### src/rtl/cache_pkg.sv
// Shared data-cache definitions: refill FSM states and AXI/line constants.
`default_nettype none

package cache_pkg;

  typedef enum logic [2:0] {
    ST_IDLE  = 3'd0,
    ST_AR    = 3'd1,
    ST_RECV  = 3'd2,
    ST_WRITE = 3'd3,
    ST_DONE  = 3'd4
  } refill_state_e;

  localparam int          LINE_WORDS     = 8;
  localparam int          OFFSET_BITS    = 5;
  localparam logic [1:0]  AXI_BURST_INCR = 2'b01;
  localparam logic [1:0]  AXI_BURST_WRAP = 2'b10;
  localparam logic [1:0]  AXI_RESP_OKAY  = 2'b00;

endpackage

`default_nettype wire

### src/rtl/refill_line_buffer.sv
// 8-word line assembly register file: one indexed word write per cycle, flat line read.
`default_nettype none

module refill_line_buffer
  import cache_pkg::*;
#(
  parameter int DATA_WIDTH = 32
) (
  input  logic                             clk,
  input  logic                             rst_n,
  input  logic                             we_i,
  input  logic [2:0]                       idx_i,
  input  logic [DATA_WIDTH-1:0]            wdata_i,
  output logic [DATA_WIDTH*LINE_WORDS-1:0] line_o
);

  logic [DATA_WIDTH-1:0] mem_q [LINE_WORDS];

  always_ff @(posedge clk or negedge rst_n) begin
    if (!rst_n) begin
      for (int i = 0; i < LINE_WORDS; i++) begin
        mem_q[i] <= '0;
      end
    end else if (we_i) begin
      mem_q[idx_i] <= wdata_i;
    end
  end

  for (genvar g = 0; g < LINE_WORDS; g++) begin : g_flat
    assign line_o[g*DATA_WIDTH +: DATA_WIDTH] = mem_q[g];
  end

endmodule

`default_nettype wire

### src/rtl/dcache_refill_unit.sv
// Data-cache line-fill engine: one 8-beat AXI4 read burst -> single-cycle full-line bank write.
// Optional CRITICAL_WORD_FIRST_EN: WRAP burst starting at the missed word.
`default_nettype none

module dcache_refill_unit
  import cache_pkg::*;
#(
  parameter int         ADDR_WIDTH = 10,
  parameter int         DATA_WIDTH = 32,
  parameter logic [3:0] AXI_ID     = 4'd1
) (
  input  logic                             clk,
  input  logic                             resetn,
  input  logic                             miss_valid,
  input  logic [31:0]                      miss_addr,
  output logic                             miss_ready,
  output logic                             arvalid,
  input  logic                             arready,
  output logic [31:0]                      araddr,
  output logic [7:0]                       arlen,
  output logic [2:0]                       arsize,
  output logic [1:0]                       arburst,
  output logic [3:0]                       arid,
  input  logic                             rvalid,
  input  logic [DATA_WIDTH-1:0]            rdata,
  input  logic                             rlast,
  input  logic [1:0]                       rresp,
  output logic                             rready,
  output logic                             fill_we,
  output logic [ADDR_WIDTH-1:0]            fill_waddr,
  output logic [DATA_WIDTH*LINE_WORDS-1:0] fill_din_all,
  output logic                             crit_valid,
  output logic [DATA_WIDTH-1:0]            crit_data,
  output logic                             refill_done,
  output logic                             refill_err
);

`ifdef CRITICAL_WORD_FIRST_EN
  localparam bit          CWF          = 1'b1;
  localparam logic [31:0] ARADDR_MASK  = 32'hFFFF_FFFC;
  localparam logic [1:0]  BURST_TYPE   = AXI_BURST_WRAP;
`else
  localparam bit          CWF          = 1'b0;
  localparam logic [31:0] ARADDR_MASK  = 32'hFFFF_FFE0;
  localparam logic [1:0]  BURST_TYPE   = AXI_BURST_INCR;
`endif

  refill_state_e state_q, state_d;

  logic [31:0]           addr_q, addr_d;
  logic [2:0]            cnt_q, cnt_d;
  logic [3:0]            beats_q, beats_d;
  logic                  err_q, err_d;
  logic                  crit_valid_q, crit_valid_d;
  logic [DATA_WIDTH-1:0] crit_data_q, crit_data_d;
  logic                  buf_we;
  logic                  beat;
  logic                  accept;
  logic [2:0]            crit_idx;

  assign beat     = rvalid && rready;
  assign accept   = beat && !beats_q[3];
  assign crit_idx = addr_q[4:2];

  // State register
  always_ff @(posedge clk or negedge resetn) begin
    if (!resetn) begin
      state_q <= ST_IDLE;
    end else begin
      state_q <= state_d;
    end
  end

  // Next-state logic
  always_comb begin
    state_d = state_q;
    case (state_q)
      ST_IDLE:  if (miss_valid) state_d = ST_AR;
      ST_AR:    if (arready) state_d = ST_RECV;
      ST_RECV:  if (beat && rlast) state_d = ST_WRITE;
      ST_WRITE: state_d = ST_DONE;
      ST_DONE:  state_d = ST_IDLE;
      default:  state_d = ST_IDLE;
    endcase
  end

  // Output logic
  always_comb begin
    miss_ready  = 1'b0;
    arvalid     = 1'b0;
    rready      = 1'b0;
    fill_we     = 1'b0;
    refill_done = 1'b0;
    case (state_q)
      ST_IDLE:  miss_ready  = 1'b1;
      ST_AR:    arvalid     = 1'b1;
      ST_RECV:  rready      = 1'b1;
      ST_WRITE: fill_we     = 1'b1;
      ST_DONE:  refill_done = 1'b1;
      default:  ;
    endcase
  end

  // Beats past the eighth are swallowed so a runaway burst cannot overwrite the line.
  always_comb begin
    addr_d       = addr_q;
    cnt_d        = cnt_q;
    beats_d      = beats_q;
    err_d        = err_q;
    crit_valid_d = 1'b0;
    crit_data_d  = crit_data_q;
    buf_we       = 1'b0;
    case (state_q)
      ST_IDLE: begin
        if (miss_valid) begin
          addr_d = miss_addr;
          err_d  = 1'b0;
        end
      end
      ST_AR: begin
        if (arready) begin
          cnt_d   = CWF ? crit_idx : 3'd0;
          beats_d = 4'd0;
        end
      end
      ST_RECV: begin
        if (beat) begin
          if (rresp != AXI_RESP_OKAY) err_d = 1'b1;
          if (accept) begin
            buf_we  = 1'b1;
            cnt_d   = cnt_q + 3'd1;
            beats_d = beats_q + 4'd1;
            if (cnt_q == crit_idx) begin
              crit_valid_d = 1'b1;
              crit_data_d  = rdata;
            end
          end else begin
            err_d = 1'b1;
          end
          if (rlast && beats_q != 4'd7) err_d = 1'b1;
        end
      end
      default: ;
    endcase
  end

  always_ff @(posedge clk or negedge resetn) begin
    if (!resetn) begin
      addr_q       <= '0;
      cnt_q        <= '0;
      beats_q      <= '0;
      err_q        <= 1'b0;
      crit_valid_q <= 1'b0;
      crit_data_q  <= '0;
    end else begin
      addr_q       <= addr_d;
      cnt_q        <= cnt_d;
      beats_q      <= beats_d;
      err_q        <= err_d;
      crit_valid_q <= crit_valid_d;
      crit_data_q  <= crit_data_d;
    end
  end

  refill_line_buffer #(
    .DATA_WIDTH (DATA_WIDTH)
  ) u_line_buffer (
    .clk     (clk),
    .rst_n   (resetn),
    .we_i    (buf_we),
    .idx_i   (cnt_q),
    .wdata_i (rdata),
    .line_o  (fill_din_all)
  );

  assign araddr     = addr_q & ARADDR_MASK;
  assign arlen      = 8'd7;
  assign arsize     = 3'b010;
  assign arburst    = BURST_TYPE;
  assign arid       = AXI_ID;
  assign fill_waddr = {addr_q[ADDR_WIDTH+1:OFFSET_BITS], 3'b000};
  assign crit_valid = crit_valid_q;
  assign crit_data  = crit_data_q;
  assign refill_err = err_q;

endmodule

`default_nettype wire

### config.mk
export PLATFORM = sky130hd
export DESIGN_NAME = dcache_refill_unit
export DESIGN_NICKNAME = d
export VERILOG_FILES = /design/src/rtl/cache_pkg.sv /design/src/rtl/refill_line_buffer.sv /design/src/rtl/dcache_refill_unit.sv
export SDC_FILE = /design/constraint.sdc
export NUM_CORES = 1
export LEC_CHECK = 0
export ABC_AREA = 1
export BUFFER_PORTS_ARGS = -buffer_cell sky130_fd_sc_hd__buf_2
export CORE_UTILIZATION = 40
export DETAILED_ROUTE_END_ITERATION = 10
export HOLD_SLACK_MARGIN = 0.05
export PLACE_DENSITY = 0.76
export SYNTH_ARGS = -nofsm -noshare
export SYNTH_HDL_FRONTEND = slang
export SYNTH_SLANG_ARGS = --single-unit
### constraint.sdc
create_clock -name clk -period 1.6 [get_ports clk]
set_clock_uncertainty 0.1 [all_clocks]
set_input_delay 0 -clock clk [delete_from_list [all_inputs] [get_ports clk]]
set_output_delay 0 -clock clk [all_outputs]
set_load 0.01 [all_outputs]
==> results_dict.tcl <==
set metrics [dict create \
    dp_hpwl_um 26480 \
    synth_top_family_by_area "simple AND/OR/NAND/NOR gates" \
    netlist_area_um2 12840 \
    routed_wl_um 42950 \
    postSynthAreaPerCell_um2 9.634 \
    rows 65 \
    drive_gt1_frac 0.3292 \
    path_common_cell "buf_12" \
    yosys.area_share.adder 0.001949 \
    start_kind "register" \
    period_share 1.043 \
    p_total_mw 29.86 \
    dp.cells 2077 \
    clock_power_share 0.278 \
    instances_no_fill 2237 \
    finalHoldViolations 0 \
    drt_iter0_drc 720 \
    max_freq_ghz 0.5995 \
    p_switching_mw 10.44 \
    nets 1882 \
    worstPathMaxFanout 40 \
    clock_sinks 330 \
    violations "setup timing" \
    end_kind "register" \
    syn2layout_area_growth_pct 40.13 \
    avgRoutedWirePerCell_um 19.20 \
    grt_setup_unrepaired "true" \
    cts-buffers-inserted 36 \
    synth_cell_types 25 \
    syn_inst 1333 \
    setup_violations 95 \
    powerDensity_nw_per_um2 1659 \
    yosysWarnings 0 \
    antenna_found_initial 0 \
    seq_power_share 0.401 \
    hp-class "in -> reg" \
    p_int_mw 19.41 \
    synth_seq_cells 330 \
    layout_common_cells "443 x nand2_1, 396 x buf_2, 327 x dfrtp_1" \
    ios 426 \
    ir_drop_uv 1247 \
    vias 11550 \
    max_stage_delay_ps 430 \
    swShare 0.3498 \
    grt_pass1_vias 11180 \
    port_buffers 398 \
    ant_nets 0 \
    drv_cap 0 \
    crit_arrival_ps 1940 \
    muxShareOfSynthArea 0 \
    synth_compound_area_frac 0.08807 \
    cp.required_ps 1880 \
    clkTransAtPathRegs_ps 60 \
    clock_path_buffers 3 \
    clk_latency_ps 500 \
    drv_slew 0 \
    synth-simple-area-share 0.1905 \
    die_h_um 181.2 \
    status "finished, violations left" \
    grt_start_max_net_pins 76 \
    grt.total_usage 0.2453 \
    drc 0 \
    final_common_cell "nand2_1" \
    h-tree-depth 2 \
    critical_path.slowest_cell "dfrtp_1" \
    dieWidth_um 181.2 \
    start_util 0.4070 \
    core_area_um2 31560 \
    setup_ws_ps -68.14 \
    gp_congestion 0.8374 \
    hold-worst-slack_ps 155.7 \
    grt_remaining_overflow 0 \
    cts_tree "yes" \
    leakage_nw 9.876 \
    grt_pass1_wl_um 63160 \
    path_cells "inv_2 > nand3_4 > nor2_8 > buf_12 > nand2_2 > buf_12 > nand2_1 > o21ai_0" \
    cts-root-buf "clkbuf_16" \
    dieArea_um2 32830 \
    path_class "reg -> reg" \
    fin_setup_tns_ps -1459 \
    p_comb_frac 0.321 \
    period_needed_ps 1668 \
    via_per_inst 5.164 \
    antenna_cells 0 \
    seq_area_frac_synth 0.6430 \
    drtPass1Iterations 5 \
    synthXorXnorAreaFrac 0.003410 \
]
## stage by stage
stage               area [µm²]  setup WS (ps)    util
floorplan                12930          23.42       -
global route             18000         -140.4  0.5703
CTS                      17520         -28.77  0.5554
detailed placement       15400         -104.7  0.4881
finish                   18000         -68.14  0.5703
global placement         15400         -46.80  0.4881
## area by class of cell
class / count / area (µm²)
inverters: 49 / 183.9
fillers: 2650 / 13560
clock buffers: 50 / 1036
well taps: 402 / 503.0
clock inverters: 15 / 158.9
repair buffers: 545 / 3884
flip-flops and latches: 330 / 8262
multi-input cells: 846 / 3969
## cells in the mapped netlist
cell type | number | area [µm²]
nand2_1 | 483 | 1813
nand3_1 | 42 | 210.2
xnor2_1 | 3 | 26.28
nor3_1 | 3 | 15.01
conb_1 | 2 | 7.510
xor2_1 | 2 | 17.52
nor3_2 | 1 | 10.01
inv_1 | 46 | 172.7
buf_6 | 1 | 11.26
clkbuf_1 | 50 | 187.7
buf_4 | 59 | 442.9
nand2_2 | 5 | 31.28
nor2_1 | 14 | 52.55
inv_2 | 3 | 11.26
ha_1 | 2 | 25.02
buf_2 | 20 | 100.1
dfrtp_1 | 330 | 8258
o21ai_1 | 4 | 20.02
nand3_4 | 3 | 52.55
o21ai_0 | 222 | 1111
nand3b_1 | 1 | 7.510
nand4_4 | 1 | 21.27
nand4_1 | 34 | 212.7
clkbuf_2 | 1 | 5.000
nor2_8 | 1 | 20.02
## sequential cells by signal (all words and copies together), names as in the netlist
signal,cells
u_line_buffer.line_o,256
addr_q,30
refill_err,1
crit_data,32
crit_valid,1
cnt_q,3
beats_q,4
state_q,3
## worst paths after layout
check	cells after the start	slack, ps	from	endpoint
max in group asynchronous	4	370	resetn	u_line_buffer.line_o[40]
setup reg to reg	8	-70	state_q[2]	u_line_buffer.line_o[108]
min in group asynchronous	4	620	resetn	u_line_buffer.line_o[223]
hold reg to reg	2	370	addr_q[16]	addr_q[16]
hold / removal	4	160	miss_addr[12]	addr_q[12]
setup / recovery	8	-70	state_q[2]	u_line_buffer.line_o[108]
## power groups by stage
stage                     combinational [mW]  clock (mW)  sequential, mW
after floorplan                         3.98           0            12.7
after global placement                  8.44           0            11.9
after detailed placement                8.67           0            11.9
after CTS                               9.28        8.46            11.9
after global routing                    10.5        8.76            12.2
final                                   9.58        8.31            12.0
## critical path, delay by kind of cell (launching register included)
family,cells,cell delay (ps)
flip-flops,1,430
buffers and inverters,3,440
AND/OR/NAND/NOR,4,460
AO/OA/AOI/OAI,1,100
## kinds of logic (layout without fill, tap and decap cells)
logic type	count (synthesis)	count (layout)
fa+ha+maj	2	2
xor+xnor	5	5
flops	330	330
other cells	2	25
simple gates	588	588
compound gates	226	226
buf+inv	180	659
## per-layer routing
layer  vias up  GRT usage  part of all wire
li1       5176          -                 -
met1      5618     0.3176              0.41
met2       642     0.4051              0.48
met3       115    0.05160             0.077
met4         0    0.09085             0.037
met5         -          0                 0
## repair_timing
action	CTS	global route
gates resized for setup	20	117
hold buffers	71	0
buffers inserted	11	0
gates cloned	2	11
hold endpoints to repair	657	0
setup endpoints to repair	269	319
pin swaps	4	4
Power figures use the tool's default switching activity.
